[src/rtl/operand_stack.sv]
`default_nettype none
// ============================================================================
//  Module   : operand_stack
//  Brief    : LIFO operand stack for a stack CPU datapath. DEPTH x WIDTH
//             register storage, registered read port, occupancy count,
//             full/empty status and sticky overflow/underflow flags.
//             Optional high-water mark output: define OPERAND_STACK_HWM_EN.
//  Revision : 1.0 - initial release
// ============================================================================
module operand_stack #(
    parameter int WIDTH = 8,
    parameter int DEPTH = 16
) (
    input  logic                         clk_i,
    input  logic                         rst_ni,
    input  logic                         push_i,
    input  logic                         pop_i,
    input  logic                         tos_i,
    input  logic [WIDTH-1:0]             din_i,
    input  logic                         clr_err_i,
    output logic [WIDTH-1:0]             dout_o,
    output logic                         empty_o,
    output logic                         full_o,
    output logic [$clog2(DEPTH):0]       count_o,
    output logic                         ovf_o,
    output logic                         unf_o
`ifdef OPERAND_STACK_HWM_EN
   ,output logic [$clog2(DEPTH):0]       hwm_o
`endif
);

    localparam int AW = $clog2(DEPTH);

    localparam logic [AW:0]   c_FULL_CNT = (AW+1)'(DEPTH);
    localparam logic [AW:0]   c_CNT_ONE  = (AW+1)'(1);
    localparam logic [AW-1:0] c_IDX_ONE  = AW'(1);

    logic [WIDTH-1:0] mem_q [DEPTH];

    logic [AW:0]      count_q, count_d;
    logic [WIDTH-1:0] dout_q,  dout_d;
    logic             ovf_q,   ovf_d;
    logic             unf_q,   unf_d;

    logic             w_empty;
    logic             w_full;
    logic [AW-1:0]    w_top_idx;
    logic             w_mem_we;
    logic [AW-1:0]    w_mem_waddr;

    assign w_empty   = (count_q == '0);
    assign w_full    = (count_q == c_FULL_CNT);
    // Low AW bits of count minus one wraps to DEPTH-1 when the stack is full,
    // which is exactly the top slot; unused when empty.
    assign w_top_idx = count_q[AW-1:0] - c_IDX_ONE;

    // Command decode: next count/dout/flags and the single storage write.
    always_comb begin
        count_d     = count_q;
        dout_d      = dout_q;
        ovf_d       = ovf_q;
        unf_d       = unf_q;
        w_mem_we    = 1'b0;
        w_mem_waddr = count_q[AW-1:0];

        // Clear first so that an error in the same cycle wins.
        if (clr_err_i) begin
            ovf_d = 1'b0;
            unf_d = 1'b0;
        end

        if (pop_i) begin
            // pop dominates tos
            if (!w_empty) begin
                dout_d = mem_q[w_top_idx];
                if (push_i) begin
                    // replace: old top captured into dout, new value overwrites it
                    w_mem_we    = 1'b1;
                    w_mem_waddr = w_top_idx;
                end else begin
                    count_d = count_q - c_CNT_ONE;
                end
            end else begin
                unf_d = 1'b1;
                if (push_i) begin
                    w_mem_we    = 1'b1;
                    w_mem_waddr = '0;
                    count_d     = c_CNT_ONE;
                end
            end
        end else begin
            // tos looks at the pre-push top
            if (tos_i) begin
                if (!w_empty) begin
                    dout_d = mem_q[w_top_idx];
                end else begin
                    unf_d = 1'b1;
                end
            end
            if (push_i) begin
                if (!w_full) begin
                    w_mem_we    = 1'b1;
                    w_mem_waddr = count_q[AW-1:0];
                    count_d     = count_q + c_CNT_ONE;
                end else begin
                    ovf_d = 1'b1;
                end
            end
        end
    end

    // Control/status registers with asynchronous active-low reset.
    always_ff @(posedge clk_i or negedge rst_ni) begin
        if (!rst_ni) begin
            count_q <= '0;
            dout_q  <= '0;
            ovf_q   <= 1'b0;
            unf_q   <= 1'b0;
        end else begin
            count_q <= count_d;
            dout_q  <= dout_d;
            ovf_q   <= ovf_d;
            unf_q   <= unf_d;
        end
    end

    // Storage array; intentionally not reset.
    always_ff @(posedge clk_i) begin
        if (w_mem_we) begin
            mem_q[w_mem_waddr] <= din_i;
        end
    end

`ifdef OPERAND_STACK_HWM_EN
    logic [AW:0] hwm_q, hwm_d;

    assign hwm_d = (count_d > hwm_q) ? count_d : hwm_q;

    // High-water mark tracks the largest occupancy since reset.
    always_ff @(posedge clk_i or negedge rst_ni) begin
        if (!rst_ni) begin
            hwm_q <= '0;
        end else begin
            hwm_q <= hwm_d;
        end
    end

    assign hwm_o = hwm_q;
`endif

    assign dout_o  = dout_q;
    assign count_o = count_q;
    assign empty_o = w_empty;
    assign full_o  = w_full;
    assign ovf_o   = ovf_q;
    assign unf_o   = unf_q;

endmodule
`default_nettype wire

[config.mk]
export PLATFORM = sky130hd
export DESIGN_NAME = operand_stack
export DESIGN_NICKNAME = d
export VERILOG_FILES = /design/src/rtl/operand_stack.sv
export SDC_FILE = /design/constraint.sdc
export NUM_CORES = 1
export LEC_CHECK = 0
export ABC_AREA = 1
export CORE_MARGIN = 4
export CORE_UTILIZATION = 40
export DETAILED_ROUTE_END_ITERATION = 7
export GPL_TIMING_DRIVEN = 0
export HOLD_SLACK_MARGIN = 0.02
export SYNTH_ARGS = -nofsm -noshare
export SYNTH_HDL_FRONTEND = slang
export SYNTH_SLANG_ARGS = --single-unit
[constraint.sdc]
create_clock -name clk_i -period 3.4 [get_ports clk_i]
set_clock_uncertainty 0.1 [all_clocks]
set_input_delay 0.85 -clock clk_i [delete_from_list [all_inputs] [get_ports clk_i]]
set_output_delay 0.85 -clock clk_i [all_outputs]
set_load 0.05 [all_outputs]
==> flow_metrics.env, run 1 <==
export IMPL_crit_type="reg -> out"
export IMPL_htreeDepth=4
export IMPL_grt_pass1_vias=4310
export IMPL_crit_top_cell="buf_4"
export IMPL_layout_min_cycle_time_ps=3240
export IMPL_worstSkewPairLatency_ps=420
export IMPL_grt_antenna_before_repair=1
export IMPL_hold_class="reg -> reg"
export IMPL_chipWidth_um=135
export IMPL_slew_violations=0
export IMPL_critPathMaxFanout=10
export IMPL_cts_path_max_buffers=2
export IMPL_peakVddDrop_v=0.000583
export IMPL_p_sw_frac=0.430
export IMPL_dp_cells=913
export IMPL_drcViolationCount=0
export IMPL_critical_path_top_delay_family="buffers and inverters"
export IMPL_dp_hpwl_um=10700
export IMPL_start_util=0.408
export IMPL_drt_wirelength_per_cell_um=16.3
export IMPL_clk_pin_slew_ps=60
export IMPL_yosysUniqueCellTypes=25
export IMPL_yosysSeqAreaShare=0.651
export IMPL_critPathLaunchType="flip-flop"
export IMPL_port_buffer_count=29
export IMPL_synthesis_nets=685
export IMPL_place_gp_congestion=0.923
export IMPL_vias=4480
export IMPL_seqPwrFrac=0.303
export IMPL_cts_tree="yes"
export IMPL_antenna_cells=0
export IMPL_crit_arrival_ps=2290
export IMPL_intPower_mw=4.25
export IMPL_relSlewSlack=0.436
export IMPL_global_route_usage_total=0.177
export IMPL_core_area_um2=15900
export IMPL_die_h_um=135
export IMPL_crit_path_end_kind="output pin"
export IMPL_synth_area_um2=6480
export IMPL_final_hold_viol_count=0
export IMPL_crit_slowest_cell="dfrtp_1"
export IMPL_p_per_area_nw_per_um2=980
export IMPL_rsz0062_at_grt="true"
export IMPL_cp_num_buf_inv=4
export IMPL_utilization=0.479
export IMPL_worst_slew_pin_slew_ps=844
export IMPL_fp_dieArea_um2=18300
export IMPL_worstPathCellList="inv_2 -> buf_4 -> buf_4 -> ha_4 -> nand2_1 -> nor2_1 -> clkdlybuf4s15_2"
export IMPL_dr_pass1_iters=5
export IMPL_cts_root_buf="clkbuf_16"
export IMPL_grt_max_degree=17
export IMPL_syn2layout_area_growth_pct=17.4
export IMPL_slowest_delay_ps=490
export IMPL_maxCapViolations=0
export IMPL_clkPwrFrac=0.233
export IMPL_layout_cells_non_filler=943
export IMPL_p_leak_nw=3.30
export IMPL_power_share_combinational=0.464
export IMPL_grt_overflow=0
export IMPL_grt_pass1_wl_um=23800
export IMPL_nets=733
export IMPL_cts_buffers=17
export IMPL_fin_tns_setup_ps=0
export IMPL_ant_nets=0
export IMPL_setup_violations_final=0
export IMPL_post_cts_buffers=0
export IMPL_netSwitchingPower_mw=3.21
export IMPL_ioPinCount=31
export IMPL_outcome="complete, no violations"
export IMPL_wl_um=15400
export IMPL_fin_crit_sh=0.954
export IMPL_cts_sinks=143
export IMPL_drive_above_1_share=0.0784
export IMPL_synth_seq_cells=143
export IMPL_viasPerCell=4.75
export IMPL_drtIter0Drc=367
export IMPL_rows=46
export IMPL_required_ps=2450
export IMPL_synth_cells=668
export IMPL_yosysWarningCount=0
export IMPL_total_power_mw=7.46
export IMPL_synth_area_per_cell_um2=9.70
export IMPL_max_freq_mhz=308
==> tightest hold or removal path, cell delays in order (launching register included) <==
cell,delay (ps)
dfrtp_1,340
nand2_1,60
nand2_1,50
==> repair_timing <==
action | CTS | global route
gates resized for setup | 13 | 1
hold buffers | 0 | 0
setup endpoints to repair | 130 | 23
==> cells in the final DEF, fill, tap and decap left out, drive strengths merged <==
master         count
nand2            229
edfxtp           128
inv              113
nand3            105
nor2              29
clkdlybuf4s50     27
clkbuf            27
buf               21
dfrtp             15
o21ai             10
clkinv             5
xor2               3
a21oi              3
ha                 3
clkinvlp           2
bufinv             2
nor3               1
o22ai              1
or2                1
xnor2              1
clkdlybuf4s15      1
==> registers in the layout, indices dropped and copies added, names as in the netlist <==
signal   count
dout_o       8
unf_o        1
count_o      5
ovf_o        1
mem_q      128
==> cells by family (layout without fill, tap and decap cells) <==
family / Yosys count / count (layout) / share of synthesized area
buf+inv: 139 / 198 / 0.0863
simple gates: 365 / 365 / 0.235
xor+xnor: 4 / 4 / 0.00946
compound gates: 14 / 14 / 0.0131
fa+ha+maj: 3 / 3 / 0.00579
flops: 143 / 143 / 0.651
==> layer usage <==
| layer | global-route usage | share of wire | up-vias | wire length (µm) |
|---|---|---|---|---|
| li1 | - | - | 2238 | - |
| met1 | 0.245 | 0.46 | 2093 | 7100 |
| met2 | 0.262 | 0.44 | 119 | 6840 |
| met3 | 0.0591 | 0.073 | 26 | 1120 |
| met4 | 0.0605 | 0.018 | 4 | 275 |
| met5 | 0.0222 | 0.0046 | - | 71 |
==> power by group through the flow <==
stage	clock (mW)	combinational, mW	sequential, mW
floorplan	0	1.99	2.54
global placement	0	3.36	2.29
detailed placement	0	3.39	2.29
CTS	1.77	3.44	2.26
global route	1.87	3.78	2.28
finish	1.74	3.46	2.26
==> metrics by stage <==
step	setup slack, ps	instance area, µm²	hold WS (ps)
CTS	102	7610	379
detailed placement	-399	7040	365
global placement	-402	7040	367
global route	-55.4	7610	388
finish	156	7610	376
floorplan	132	6480	454
==> synth_stat cells, drive strengths merged <==
library cell	count	share of area
edfxtp	128	0.59
nand3	105	0.082
xor2	3	0.0069
dfrtp	15	0.058
inv	111	0.064
a21oi	3	0.0029
nor2	29	0.018
xnor2	1	0.0025
o21ai	10	0.0083
ha	3	0.0058
nand2	229	0.13
or2	1	0.00097
clkbuf	7	0.0041
nor3	1	0.0015
o22ai	1	0.0019
buf	21	0.018
==> path summary, 6_finish.rpt <==
check	startpoint	to	slack [ps]	cells past startpoint
setup / recovery	count_o[0]	full_o	160	7
hold / removal	dout_o[6]	dout_o[6]	380	2
setup reg to reg	count_o[0]	mem_q[5][2]	190	11
hold reg to reg	dout_o[6]	dout_o[6]	380	2
max in group asynchronous	rst_ni	ovf_o	2020	1
min in group asynchronous	rst_ni	count_o[1]	750	1
==> final cells by class <==
class / count / area, µm²
multi-input combinational: 386 / 1720
sequential: 143 / 4220
fill: 1528 / 8280
clock buffer: 19 / 433
buffer: 28 / 148
timing repair buffer: 29 / 289
clock inverter: 11 / 118
inverter: 111 / 417
tap: 216 / 270
Note: power is estimated with default switching activity, not from simulation.
==> run 2, diff against run 1 <==
--- a/config.mk
+++ b/config.mk
@@ -9,7 +9,6 @@
 export CORE_MARGIN = 4
 export CORE_UTILIZATION = 40
 export DETAILED_ROUTE_END_ITERATION = 7
-export GPL_TIMING_DRIVEN = 0
 export HOLD_SLACK_MARGIN = 0.02
 export SYNTH_ARGS = -nofsm -noshare
 export SYNTH_HDL_FRONTEND = slang
==> run 2 against run 1 <==
Compared with the run above: critical endpoint is now empty_o; non-clock buffer count down 5; fmax increased by 4.4%; routed wire length is 0.19% lower.
==> flow_metrics.env, run 2 (synthesis results as in run 1) <==
export IMPL_outcome="complete, no violations"
export IMPL_cp_num_buf_inv=3
export IMPL_drt_wirelength_per_cell_um=16.4
export IMPL_multi_input_area_um2=1700
export IMPL_slowest_delay_ps=450
export IMPL_dr_pass1_iters=5
export IMPL_register_area_um2=4220
export IMPL_hold_class="reg -> reg"
export IMPL_routed_top_layer="met4"
export IMPL_grt_max_degree=69
export IMPL_cts_sinks=143
export IMPL_start_util=0.408
export IMPL_rows=46
export IMPL_pre_cts_slack_ps=242
export IMPL_cts_path_max_buffers=2
export IMPL_utilization=0.487
export IMPL_grt_antenna_before_repair=0
export IMPL_fin_tns_setup_ps=0
export IMPL_r2r_end="mem_q[12][2]"
export IMPL_cp_startpoint="count_o[1]"
export IMPL_post_cts_resized=0
export IMPL_crit_type="reg -> out"
export IMPL_grt_overflow=0
export IMPL_reg2reg_slack_ps=400
export IMPL_chipWidth_um=135
export IMPL_rsz0062_at_grt="false"
export IMPL_port_buffer_count=30
export IMPL_fp_dieArea_um2=18300
export IMPL_viasPerCell=4.93
export IMPL_critPathLaunchType="flip-flop"
export IMPL_crit_arrival_ps=2160
export IMPL_total_power_mw=7.42
export IMPL_drive_above_1_share=0.0912
export IMPL_wl_met1_um=6750
export IMPL_p_per_area_nw_per_um2=959
export IMPL_met3WireLength_um=901
export IMPL_syn2layout_area_growth_pct=19.4
export IMPL_maxCapViolations=0
export IMPL_reg2reg_from="count_o[1]"
export IMPL_placed_area_um2=7100
export IMPL_vias=4632
export IMPL_crit_top_cell="inv_1"
export IMPL_grt_pass1_wl_um=24000
export IMPL_worst_r2r_cell_count=8
export IMPL_cts_buffers=17
export IMPL_critPathMaxFanout=11
export IMPL_layout_min_cycle_time_ps=3110
export IMPL_crit_path_end_kind="output pin"
export IMPL_post_cts_buffers=0
export IMPL_max_freq_mhz=322
export IMPL_dp_hpwl_um=9890
export IMPL_clk_pin_slew_ps=60
export IMPL_routed_wl_met2_um=7330
export IMPL_drtIter0Drc=464
export IMPL_drcViolationCount=0
export IMPL_nFillCells=1475
export IMPL_fin_crit_sh=0.914
export IMPL_finalInstanceArea_um2=7740
export IMPL_die_h_um=135
export IMPL_htreeDepth=4
export IMPL_relSlewSlack=0.303
export IMPL_ioPinCount=31
export IMPL_setup_slack_ps=293
export IMPL_cp_depth=5
export IMPL_largest_reg_flops=128
export IMPL_nets=728
export IMPL_endpoint="empty_o"
export IMPL_critical_path_top_delay_family="buffers and inverters"
export IMPL_core_area_um2=15900
export IMPL_p_leak_nw=3.39
export IMPL_ant_nets=0
export IMPL_peakVddDrop_v=0.000438
export IMPL_final_common_cell="nand2_1"
export IMPL_setup_violations_final=0
export IMPL_antenna_cells=0
export IMPL_mostFrequentLayoutCells="nand2_1, edfxtp_1, inv_1, nand3_1, clkdlybuf4s50_1"
export IMPL_slew_violations=0
export IMPL_final_hold_viol_count=0
export IMPL_required_ps=2450
export IMPL_cts_tree="yes"
export IMPL_worstPathCellList="inv_1 -> ha_1 -> nand3_1 -> inv_1 -> buf_12"
export IMPL_worstSkewPairLatency_ps=420
export IMPL_place_gp_congestion=0.846
export IMPL_cts_hold_buffers=0
export IMPL_grt_pass1_vias=4430
export IMPL_regMostFlops="mem_q"
export IMPL_crit_slowest_cell="dfrtp_1"
export IMPL_wl_um=15400
export IMPL_cts_root_buf="clkbuf_16"
export IMPL_worst_slew_pin_slew_ps=1040
export IMPL_global_route_usage_total=0.175
[run 2: power by group]
part	leakage [nW]	total [mW]	switching, mW	internal, mW
sequential	1.34	2.28	0.111	2.17
clock	0.320	1.92	0.691	1.23
combinational	1.73	3.22	2.25	0.964
total	3.39	7.42	3.06	4.36
[run 2: area by class of cell]
| class | count | share of cell area |
|---|---|---|
| clock buffer | 27 | 0.0789 |
| timing repair buffer | 52 | 0.0627 |
| sequential | 143 | 0.545 |
| clock inverter | 5 | 0.00388 |
| tap | 216 | 0.0349 |
| multi-input combinational | 386 | 0.220 |
| inverter | 111 | 0.0538 |
[run 2: worst min-delay path by stage]
stage / start / to / slack (ps) / cells past startpoint
floorplan: rst_ni / count_o[0] / 450 / 0
global placement: dout_o[2] / dout_o[2] / 370 / 2
detailed placement: dout_o[4] / dout_o[4] / 370 / 2
CTS: dout_o[4] / dout_o[4] / 380 / 2
global route: dout_o[4] / dout_o[4] / 410 / 2
finish: dout_o[2] / dout_o[2] / 380 / 2
[run 2: worst min-delay path, stage by stage (launching register included)]
cell and delay, ps:
dfrtp_1 340, nand2_1 60, nand2_1 50
[run 2: metrics by stage]
stage          instances  hold slack [ps]
4_1_cts              940              382
3_5_place_dp         908              368
2_1_floorplan        668              454
6_report             940              382
3_3_place_gp         908              368
5_1_grt              940              409
[run 2: per-layer routing]
metal	up-vias	global-route usage
li1	2220	-
met1	2232	0.231
met2	153	0.281
met3	27	0.0375
met4	0	0.0733
met5	-	0
==> run 3, diff against run 2 <==
--- a/config.mk
+++ b/config.mk
@@ -6,9 +6,10 @@
 export NUM_CORES = 1
 export LEC_CHECK = 0
 export ABC_AREA = 1
-export CORE_MARGIN = 4
+export CORE_MARGIN = 2
 export CORE_UTILIZATION = 40
 export DETAILED_ROUTE_END_ITERATION = 7
+export GPL_ROUTABILITY_DRIVEN = 0
 export HOLD_SLACK_MARGIN = 0.02
 export SYNTH_ARGS = -nofsm -noshare
 export SYNTH_HDL_FRONTEND = slang
==> run 3 against run 2 <==
Compared with the run above: flip-flop and latch count stayed put; first-iteration DRC count decreased by 32%; largest cell class unchanged; total power is 0.65% lower; routed wire length down 2.1%; final cell count increased by 0.32%; via count fell by 1.3%; utilization fell by 0.16 points; combinational power about the same; non-clock buffer count is 3 higher; critical endpoint is now count_o[0]; worst hold slack worse by 5.9 ps; die area is 5.8% lower.
==> flow_metrics.env, run 3 (synthesis results as in run 1) <==
export IMPL_vias=4574
export IMPL_port_buffer_count=30
export IMPL_cts_hold_buffers=0
export IMPL_global_route_usage_total=0.182
export IMPL_dr_pass1_iters=5
export IMPL_ant_nets=0
export IMPL_required_ps=2450
export IMPL_syn2layout_area_growth_pct=19.0
export IMPL_drive_above_1_share=0.0922
export IMPL_mostFrequentLayoutCells="nand2_1, edfxtp_1, inv_1, nand3_1, clkdlybuf4s50_1"
export IMPL_largest_reg_flops=128
export IMPL_final_common_cell="nand2_1"
export IMPL_hold_slack_ps=376
export IMPL_fp_dieArea_um2=17200
export IMPL_peakVddDrop_v=0.000473
export IMPL_cts_root_buf="clkbuf_16"
export IMPL_critPathMaxFanout=69
export IMPL_cts_tree="yes"
export IMPL_outcome="complete, no violations"
export IMPL_routed_wl_met2_um=7270
export IMPL_cts_path_max_buffers=2
export IMPL_regMostFlops="mem_q"
export IMPL_cts_buffers=17
export IMPL_die_h_um=131
export IMPL_drt_wirelength_per_cell_um=16.0
export IMPL_crit_path_end_kind="output pin"
export IMPL_dp_hpwl_um=9720
export IMPL_viasPerCell=4.85
export IMPL_wl_um=15000
export IMPL_fin_crit_sh=0.958
export IMPL_worst_r2r_cell_count=8
export IMPL_crit_arrival_ps=2310
export IMPL_drtIter0Drc=317
export IMPL_fin_tns_setup_ps=0
export IMPL_rows=46
export IMPL_maxCapViolations=0
export IMPL_relSlewSlack=0.265
export IMPL_final_hold_viol_count=0
export IMPL_grt_max_degree=70
export IMPL_worstSkewPairLatency_ps=420
export IMPL_post_cts_resized=0
export IMPL_hold_class="reg -> reg"
export IMPL_slew_violations=0
export IMPL_utilization=0.486
export IMPL_crit_type="reg -> out"
export IMPL_reg2reg_slack_ps=440
export IMPL_worst_slew_pin_slew_ps=1100
export IMPL_grt_overflow=0
export IMPL_rsz0062_at_grt="false"
export IMPL_cts_sinks=143
export IMPL_routed_top_layer="met4"
export IMPL_layout_min_cycle_time_ps=3260
export IMPL_htreeDepth=4
export IMPL_chipWidth_um=131
export IMPL_ioPinCount=31
export IMPL_total_power_mw=7.37
export IMPL_core_area_um2=15900
export IMPL_wl_met1_um=6490
export IMPL_antenna_cells=0
export IMPL_grt_pass1_vias=4434
export IMPL_p_leak_nw=3.37
export IMPL_drcViolationCount=0
export IMPL_post_cts_buffers=0
export IMPL_max_freq_mhz=307
export IMPL_clk_pin_slew_ps=60
export IMPL_p_per_area_nw_per_um2=956
export IMPL_whs_path_depth=2
export IMPL_nets=731
export IMPL_critPathLaunchType="flip-flop"
export IMPL_grt_antenna_before_repair=0
export IMPL_met3WireLength_um=848
export IMPL_setup_violations_final=0
export IMPL_layout_cells_non_filler=943
export IMPL_dp_cells=911
export IMPL_start_util=0.408
export IMPL_grt_pass1_wl_um=23700
==> run 3: changes by cell type in the layout (fill, tap and decap cells not counted), sizes merged <==
cell      change
buf           +3
bufinv        +3
clkbuf       -10
clkinv        +2
clkinvlp      +3
inv           +2
==> run 3: power by group <==
part	leakage (nW)	internal [mW]	switching, mW
clock	0.280	1.15	0.726
combinational	1.74	0.964	2.26
sequential	1.34	2.16	0.112
total	3.37	4.28	3.10
==> run 3: worst max-delay path, stage by stage, from the launching register on <==
cell and delay (ps):
dfrtp_2 360, buf_4 560, clkdlybuf4s50_1 930
==> run 3: cell type report <==
class	instances	area, µm²
timing repair buffer	55	508
tap	216	270
fill	1496	8170
clock inverter	15	168
clock buffer	17	425
multi-input combinational	386	1700
sequential	143	4220
inverter	111	417
==> run 3: worst paths after layout <==
path,from,end
setup / recovery,count_o[0],count_o[0]
min in group asynchronous,rst_ni,unf_o
hold reg to reg,dout_o[6],dout_o[6]
max in group asynchronous,rst_ni,count_o[0]
setup reg to reg,count_o[1],mem_q[0][7]
hold / removal,dout_o[6],dout_o[6]
==> run 3: routing by layer <==
metal / track usage / vias to the layer above
met2: 0.297 / 146
met5: 0 / -
met4: 0.0864 / 0
met3: 0.0401 / 29
met1: 0.233 / 2169
li1: - / 2230
==> run 3: per-stage QoR <==
| step | instance area [µm²] | worst slack [ps] |
|---|---|---|
| after global placement | 7120 | 335 |
| after global routing | 7710 | 59.2 |
| final | 7710 | 143 |
| after detailed placement | 7120 | 274 |
| after floorplan | 6480 | 132 |
| after CTS | 7710 | 115 |
